===== src/rtl/diffeq_param_sequencer.sv =====
// Host-side sequencer for the 4-bit differential-equation datapath: takes a packed
// 4-operand job, serialises it onto the slot-select load port, runs the datapath, returns y.
// Optional build macro SEQ_TIMEOUT_EN adds a RUN watchdog that aborts with out_err.
//
// state | meaning
// IDLE  | waiting for a host job, in_ready high
// LOAD  | presenting slots 0..3 on ld_sel/ld_data, one per cycle
// RUN   | start held high until the datapath reports y_valid
// HOLD  | result presented to the host until out_ready
module diffeq_param_sequencer #(
    parameter int DW      = 4,
    parameter int TIMEOUT = 2047
) (
    input  logic            clk,
    input  logic            rst_n,
    input  logic            in_valid,
    output logic            in_ready,
    input  logic [4*DW-1:0] in_data,
    output logic [DW-1:0]   ld_data,
    output logic [1:0]      ld_sel,
    output logic            start,
    input  logic [DW-1:0]   y_in,
    input  logic            y_valid,
    output logic            out_valid,
    input  logic            out_ready,
    output logic [DW-1:0]   out_data,
    output logic            out_err,
    output logic            busy
);

    typedef enum logic [1:0] {IDLE, LOAD, RUN, HOLD} state_t;

    state_t          state, state_nxt;
    logic [4*DW-1:0] shadow, shadow_nxt;
    logic [1:0]      ld_sel_nxt, sel_inc;
    logic [DW-1:0]   ld_data_nxt, out_data_nxt;
    logic            start_nxt, out_valid_nxt;

`ifdef SEQ_TIMEOUT_EN
    localparam int CW = ($clog2(TIMEOUT + 1) > 11) ? $clog2(TIMEOUT + 1) : 11;
    logic [CW-1:0] run_cnt, run_cnt_nxt;
    logic          out_err_nxt;
`endif

    assign in_ready = (state == IDLE);
    assign busy     = (state != IDLE);

    always_comb begin
        state_nxt     = state;
        shadow_nxt    = shadow;
        ld_sel_nxt    = ld_sel;
        ld_data_nxt   = ld_data;
        start_nxt     = start;
        out_valid_nxt = out_valid;
        out_data_nxt  = out_data;
        sel_inc       = ld_sel + 2'd1;
`ifdef SEQ_TIMEOUT_EN
        run_cnt_nxt   = run_cnt;
        out_err_nxt   = out_err;
`endif
        case (state)
            IDLE: begin
                if (in_valid) begin
                    shadow_nxt  = in_data;
                    ld_sel_nxt  = 2'd0;
                    ld_data_nxt = in_data[DW-1:0];
                    state_nxt   = LOAD;
                end
            end
            LOAD: begin
                // slot 3 stays on the load port after the last load
                if (ld_sel == 2'd3) begin
                    start_nxt = 1'b1;
                    state_nxt = RUN;
`ifdef SEQ_TIMEOUT_EN
                    run_cnt_nxt = '0;
`endif
                end else begin
                    ld_sel_nxt  = sel_inc;
                    ld_data_nxt = shadow[sel_inc*DW +: DW];
                end
            end
            RUN: begin
                if (y_valid) begin
                    out_data_nxt  = y_in;
                    start_nxt     = 1'b0;
                    out_valid_nxt = 1'b1;
                    state_nxt     = HOLD;
                end
`ifdef SEQ_TIMEOUT_EN
                else if (run_cnt == CW'(TIMEOUT - 1)) begin
                    out_data_nxt  = '0;
                    start_nxt     = 1'b0;
                    out_valid_nxt = 1'b1;
                    out_err_nxt   = 1'b1;
                    state_nxt     = HOLD;
                end else begin
                    run_cnt_nxt = run_cnt + 1'b1;
                end
`endif
            end
            HOLD: begin
                if (out_ready) begin
                    out_valid_nxt = 1'b0;
                    state_nxt     = IDLE;
`ifdef SEQ_TIMEOUT_EN
                    out_err_nxt   = 1'b0;
`endif
                end
            end
            default: state_nxt = IDLE;
        endcase
    end

    always_ff @(posedge clk or negedge rst_n) begin
        if (!rst_n) begin
            state     <= IDLE;
            shadow    <= '0;
            ld_sel    <= '0;
            ld_data   <= '0;
            start     <= 1'b0;
            out_valid <= 1'b0;
            out_data  <= '0;
        end else begin
            state     <= state_nxt;
            shadow    <= shadow_nxt;
            ld_sel    <= ld_sel_nxt;
            ld_data   <= ld_data_nxt;
            start     <= start_nxt;
            out_valid <= out_valid_nxt;
            out_data  <= out_data_nxt;
        end
    end

`ifdef SEQ_TIMEOUT_EN
    always_ff @(posedge clk or negedge rst_n) begin
        if (!rst_n) begin
            run_cnt <= '0;
            out_err <= 1'b0;
        end else begin
            run_cnt <= run_cnt_nxt;
            out_err <= out_err_nxt;
        end
    end
`else
    assign out_err = 1'b0;
`endif

endmodule

===== config.mk =====
export PLATFORM = sky130hd
export DESIGN_NAME = diffeq_param_sequencer
export DESIGN_NICKNAME = d
export VERILOG_FILES = /design/src/rtl/diffeq_param_sequencer.sv
export SDC_FILE = /design/constraint.sdc
export NUM_CORES = 1
export LEC_CHECK = 0
export CORE_ASPECT_RATIO = 1.25
export CORE_UTILIZATION = 25
export DETAILED_ROUTE_END_ITERATION = 7
export PLACE_DENSITY = 0.56
export SLEW_MARGIN = 20
export SYNTH_ARGS = -nofsm -noshare
export SYNTH_HDL_FRONTEND = slang
export SYNTH_SLANG_ARGS = --single-unit

===== constraint.sdc =====
create_clock -name clk -period 1.8 [get_ports clk]
set_input_delay 0.36 -clock clk [delete_from_list [all_inputs] [get_ports clk]]
set_output_delay 0.36 -clock clk [all_outputs]
set_load 0.005 [all_outputs]

==> results of run 1 <==
-- through the flow --
step,instances,hold WS [ns]
final,231,0.478
after global routing,231,0.508
after CTS,230,0.486
after detailed placement,217,0.492
after global placement,217,0.484
after floorplan,106,0.0644
-- final timing paths --
| check | startpoint | to |
|---|---|---|
| max in group asynchronous | rst_n | state[0]$_DFFE_PN0P_ |
| setup / recovery | state[0]$_DFFE_PN0P_ | state[1]$_DFFE_PN0P_ |
| hold reg to reg | shadow[1]$_DFFE_PN0P_ | shadow[1]$_DFFE_PN0P_ |
| hold / removal | rst_n | state[1]$_DFFE_PN0P_ |
| min in group clk | shadow[1]$_DFFE_PN0P_ | shadow[1]$_DFFE_PN0P_ |
| setup reg to reg | state[0]$_DFFE_PN0P_ | state[1]$_DFFE_PN0P_ |
-- final cells by class --
cell class | count | share of cell area, %
clock buffers | 6 | 3.20
clock inverters | 2 | 1.66
inverters | 7 | 1.27
multi-input cells | 65 | 33.6
flip-flops and latches | 30 | 33.2
well taps | 66 | 3.65
repair buffers | 55 | 23.4
-- power groups by stage --
stage	Clock (W)	Sequential, W	Combinational (W)
final	0.000666	0.00121	0.00215
after global routing	0.000729	0.00126	0.00231
after global placement	0	0.00122	0.00183
after CTS	0.000689	0.00122	0.00207
after detailed placement	0	0.00124	0.00188
after floorplan	0	0.00119	0.00118
-- flip-flops by register name, indices dropped and copies added, names as in the netlist --
name and count:
out_data 4, state 2, start 1, ld_data 4
shadow 16, ld_sel 2, out_valid 1
-- layer usage --
metal  global-route usage (%)  vias to the layer above
met5                        0                        -
met2                     20.1                       38
li1                         -                      492
met4                     5.53                        0
met3                     3.83                        6
met1                     11.9                      514
-- cells by family after synthesis --
kind of cell | synth area share [%]
compound gates | 6.00
mux | 29.7
simple gates | 4.11
flops | 49.3
buf+inv | 4.03
fa+ha+maj | 6.57
other cells | 0.246
-- synth_stat cells (2+ instances only) --
library cell  instances  area, sq um
inv_1                 7         26.3
mux2_4                4         60.1
nor2_1                2         7.51
nand2_1               4         15.0
nor2b_1               4         25.0
buf_6                 2         22.5
ha_1                  8          100
mux2_2               26          293
dfrtp_1              30          751
mux4_2                4         90.1
-- worst max-delay path: cells and delay by family, from the launching register on --
kind	cells	cell delay, ns
compound gates	1	0.34
fa+ha+maj	1	0.21
buf+inv	1	0.15
flops	1	0.43
mux	1	0.34
simple gates	1	0.17
-- what timing repair did --
item	4_1_cts	5_1_grt
gates resized for setup	11	5
pin swaps	2	2
buffers inserted	5	1
endpoints found under the setup margin	7	6
==> impl_metrics.env, run 1 <==
export IMPL_p_sw_share_pct=30.1
export IMPL_setup_viol=0
export IMPL_die_area_sq_um=6410
export IMPL_place_hpwl_um=2360
export IMPL_drive_above_1_share_pct=41.8
export IMPL_vias=1050
export IMPL_via_per_inst=4.55
export IMPL_routed_top_layer="met4"
export IMPL_grt_pass1_wl_um=5230
export IMPL_slew_violations=0
export IMPL_hp_class="input port to asynchronous set/reset pin"
export IMPL_r2r_slack_ns=0.04
export IMPL_routabilityCongestion=0.734
export IMPL_fin_area_sq_um=2260
export IMPL_sequentialPowerShare_pct=30.1
export IMPL_cts_root_buffer="clkbuf_8"
export IMPL_cp_data_required_time_ns=1.96
export IMPL_multi_input_area_sq_um=762
export IMPL_fp_dieW_um=71.8
export IMPL_core_region_area_sq_um=5820
export IMPL_mostFrequentLayoutCells="clkdlybuf4s50_1 (36), dfrtp_1 (29), mux2_2 (25)"
export IMPL_post_route_util_pct=38.9
export IMPL_netSwitchingPower_w=0.00121
export IMPL_fin_nets=197
export IMPL_path_cells="buf_4 -> ha_1 -> nor2b_1 -> a2111oi_4 -> mux2_4"
export IMPL_worstPathMaxFanout=3
export IMPL_path_clk_slew_ns=0.06
export IMPL_clkSinkCount=30
export IMPL_start_util_pct=26.2
export IMPL_ys_flop_type="dfrtp_1"
export IMPL_grt_pass1_vias=1066
export IMPL_met3WireLength_um=191
export IMPL_overflow=0
export IMPL_skew_ns=0.00756
export IMPL_synth_async_reset_ratio_pct=100
export IMPL_max_stage_delay_ns=0.43
export IMPL_post_route_min_period_ns=1.76
export IMPL_synth_cell_type_count=25
export IMPL_antenna_found_initial=0
export IMPL_clockBufferDepth=2
export IMPL_avgRoutedWirePerCell_um=14.5
export IMPL_ff2ff_path_depth=5
export IMPL_fin_ws_ns=0.0420
export IMPL_ios=40
export IMPL_syn_avg_cell_area_sq_um=14.4
export IMPL_pre_cts_ws_ns=-0.186
export IMPL_tritoncts="built"
export IMPL_drc=0
export IMPL_worst_setup_path_start_kind="flop"
export IMPL_cts_max_level=2
export IMPL_setup_tns_ns=0
export IMPL_seqCellArea_sq_um=752
export IMPL_run_status="complete, no violations"
export IMPL_syn_nets=139
export IMPL_crit_type="flop to flop"
export IMPL_final_period_utilization_pct=97.7
export IMPL_placed_area_sq_um=2050
export IMPL_p_total_w=0.00403
export IMPL_netlist_area_sq_um=1520
export IMPL_worstSkewPairLatency_ns=0.28
export IMPL_wl_met1_um=1380
export IMPL_port_buffers=38
export IMPL_nFillCells=536
export IMPL_grt_max_degree=31
export IMPL_crit_arrival_ns=1.92
export IMPL_p_comb_share_pct=53.3
export IMPL_yosysSeqAreaShare_pct=49.3
export IMPL_intPower_w=0.00282
export IMPL_dr_first_iter_drc_count=39
export IMPL_die_height_um=89.3
export IMPL_critical_path_slowest_cell="dfrtp_2"
export IMPL_diodes=0
export IMPL_antenna_left=0
export IMPL_timing_fmax_ghz=0.569
export IMPL_num_rows=31
export IMPL_max_cap_viol_count=0
export IMPL_route_met2_wl_um=1720
export IMPL_vdd_drop_max_uv=681
export IMPL_power_density_nw_per_um2=1780
export IMPL_synthCells=106
export IMPL_syn_to_final_growth_pct=48.7
export IMPL_clkPwrFrac_pct=16.5
export IMPL_ctsHoldBuffers=0
export IMPL_end_kind="flop"
export IMPL_p_leak_nw=0.979
export IMPL_cts_buffers=5
export IMPL_yosys_warnings=0
export IMPL_finalHoldViolations=0
export IMPL_grt_use_total_pct=11.2
export IMPL_routed_wl_um=3340
export IMPL_layout_commonest_cell="clkdlybuf4s50_1"
export IMPL_synth_edf_count=0
export IMPL_firstDrtPassIters=5
export IMPL_synth_seq_cells=30
Note: power is estimated with default switching activity, not from simulation.
==> inputs of run 2 (changes only) <==
- CORE_ASPECT_RATIO: 1.25 -> 0.7
==> impl_metrics.env, run 2 (same netlist as run 1, synthesis figures left out) <==
export IMPL_drc=0
export IMPL_intPower_w=0.00270
export IMPL_tritoncts="built"
export IMPL_overflow=0
export IMPL_cts_root_buffer="clkbuf_8"
export IMPL_layout_commonest_cell="clkdlybuf4s50_1"
export IMPL_syn_to_final_growth_pct=47.9
export IMPL_via_per_inst=4.30
export IMPL_die_height_um=67.3
export IMPL_num_rows=23
export IMPL_diodes=0
export IMPL_grt_use_total_pct=12.1
export IMPL_sequentialPowerShare_pct=31.2
export IMPL_netSwitchingPower_w=0.00120
export IMPL_mostFrequentLayoutCells="clkdlybuf4s50_1 (36), dfrtp_1 (29), mux2_2 (25)"
export IMPL_max_cap_viol_count=0
export IMPL_die_area_sq_um=6410
export IMPL_cts_buffers=5
export IMPL_path_clk_slew_ns=0.07
export IMPL_end_kind="flop"
export IMPL_cp_data_required_time_ns=1.97
export IMPL_path_cells="ha_2 -> mux4_2 -> mux2_2 -> mux2_4"
export IMPL_top_regs="shadow (16), ld_data (4), out_data (4)"
export IMPL_worst_setup_path_start_kind="flop"
export IMPL_crit_family="multiplexers"
export IMPL_clkPwrFrac_pct=14.7
export IMPL_p_comb_share_pct=54.2
export IMPL_grt_max_degree=31
export IMPL_power_density_nw_per_um2=1730
export IMPL_crit_arrival_ns=1.92
export IMPL_p_sw_share_pct=30.9
export IMPL_clockBufferDepth=2
export IMPL_critical_path_slowest_cell="ha_2"
export IMPL_fin_area_sq_um=2250
export IMPL_worstPathMaxFanout=5
export IMPL_place_hpwl_um=2390
export IMPL_run_status="complete, no violations"
export IMPL_slew_violations=0
export IMPL_routabilityCongestion=0.808
export IMPL_start_util_pct=26.3
export IMPL_antenna_found_initial=0
export IMPL_hp_class="input port to asynchronous set/reset pin"
export IMPL_post_route_min_period_ns=1.75
export IMPL_dp_cells=226
export IMPL_max_stage_delay_ns=0.41
export IMPL_crit_type="flop to flop"
export IMPL_port_buffers=38
export IMPL_vdd_drop_max_uv=565
export IMPL_timing_fmax_ghz=0.570
export IMPL_grt_pass1_wl_um=5600
export IMPL_drive_above_1_share_pct=43.9
export IMPL_skew_ns=0.00655
export IMPL_final_period_utilization_pct=97.4
export IMPL_firstDrtPassIters=4
export IMPL_routed_wl_um=3320
export IMPL_worstSkewPairLatency_ns=0.28
export IMPL_p_leak_nw=0.953
export IMPL_avgRoutedWirePerCell_um=13.9
export IMPL_vias=1028
export IMPL_instances_no_fill=239
export IMPL_setup_tns_ns=0
export IMPL_ios=40
export IMPL_fin_nets=196
export IMPL_ctsHoldBuffers=0
export IMPL_core_region_area_sq_um=5780
export IMPL_fp_dieW_um=95.3
export IMPL_largest_register_ff_count=16
export IMPL_regMostFlops="shadow"
export IMPL_placed_area_sq_um=2060
export IMPL_p_total_w=0.00390
export IMPL_critPathBufInv=0
export IMPL_antenna_left=0
export IMPL_finalHoldViolations=0
export IMPL_grt_pass1_vias=1073
export IMPL_clkSinkCount=30
export IMPL_hold_ws_ns=0.453
export IMPL_rsz0062_at_grt="yes"
export IMPL_cts_max_level=2
export IMPL_dr_first_iter_drc_count=30
export IMPL_setup_viol=0
## run 2: cell types whose count changed in the layout (fill, tap and decap cells not counted), sizes merged
cell | before | now
clkbuf | 6 | 7
bufinv | 1 | 0
buf | 17 | 16
clkinv | 0 | 1
dlymetal6s2s | 2 | 0
clkinvlp | 1 | 0
dlygate4sd2 | 0 | 2
## run 2: path summary, 6_finish.rpt
path / startpoint / to / slack, ns / cells past startpoint
max: ld_sel[0]$_DFFE_PN0P_ / ld_data[1]$_DFFE_PN0P_ / 0.05 / 4
min reg2reg: shadow[10]$_DFFE_PN0P_ / shadow[10]$_DFFE_PN0P_ / 0.50 / 1
min in group clk: shadow[10]$_DFFE_PN0P_ / shadow[10]$_DFFE_PN0P_ / 0.50 / 1
max reg2reg: ld_sel[0]$_DFFE_PN0P_ / ld_data[1]$_DFFE_PN0P_ / 0.05 / 4
max in group asynchronous: rst_n / state[0]$_DFFE_PN0P_ / 1.03 / 2
min: rst_n / out_valid$_DFFE_PN0P_ / 0.45 / 2
## run 2: layer usage
metal / wire (um) / vias to the layer above / GRT usage [%]
met1: 1500 / 492 / 15.7
met2: 1570 / 30 / 17.7
met3: 171 / 12 / 4.28
met5: 0 / - / 0
li1: - / 494 / -
met4: 82 / 0 / 6.44
## run 2: per-stage QoR
step | worst slack, ns | util [%]
final | 0.0460 | 38.9
after global routing | -0.00576 | 38.9
after CTS | 0.00670 | 38.8
after detailed placement | -0.189 | 35.6
after global placement | -0.112 | 35.6
after floorplan | 0.0788 | -
## run 2: cell type report
class                           count  area (sq um)
Clock buffer                        7          86.3
Clock inverter                      1          5.00
Fill cell                         549          3530
Inverter                            7          28.8
Multi-Input combinational cell     65           772
Sequential cell                    30           752
Tap cell                           75          93.8
Timing Repair Buffer               54           514
## run 2: power by group through the flow
| stage | Sequential (W) | Combinational, W | Clock, W |
|---|---|---|---|
| global route | 0.00126 | 0.00231 | 0.000630 |
| CTS | 0.00122 | 0.00211 | 0.000593 |
| floorplan | 0.00119 | 0.00118 | 0 |
| global placement | 0.00121 | 0.00185 | 0 |
| detailed placement | 0.00123 | 0.00189 | 0 |
| finish | 0.00122 | 0.00211 | 0.000571 |
## run 2: what timing repair did
action,in CTS,in global routing
setup endpoints to repair,6,6
resized for setup,17,3
pin swaps,2,1
setup buffers,5,0
gates cloned,0,0
==> inputs of run 3 (changes only) <==
- SLEW_MARGIN: 20 -> 30
==> results of run 3 <==
No change in the layout: final DEF, timing and power equal those of run 2.
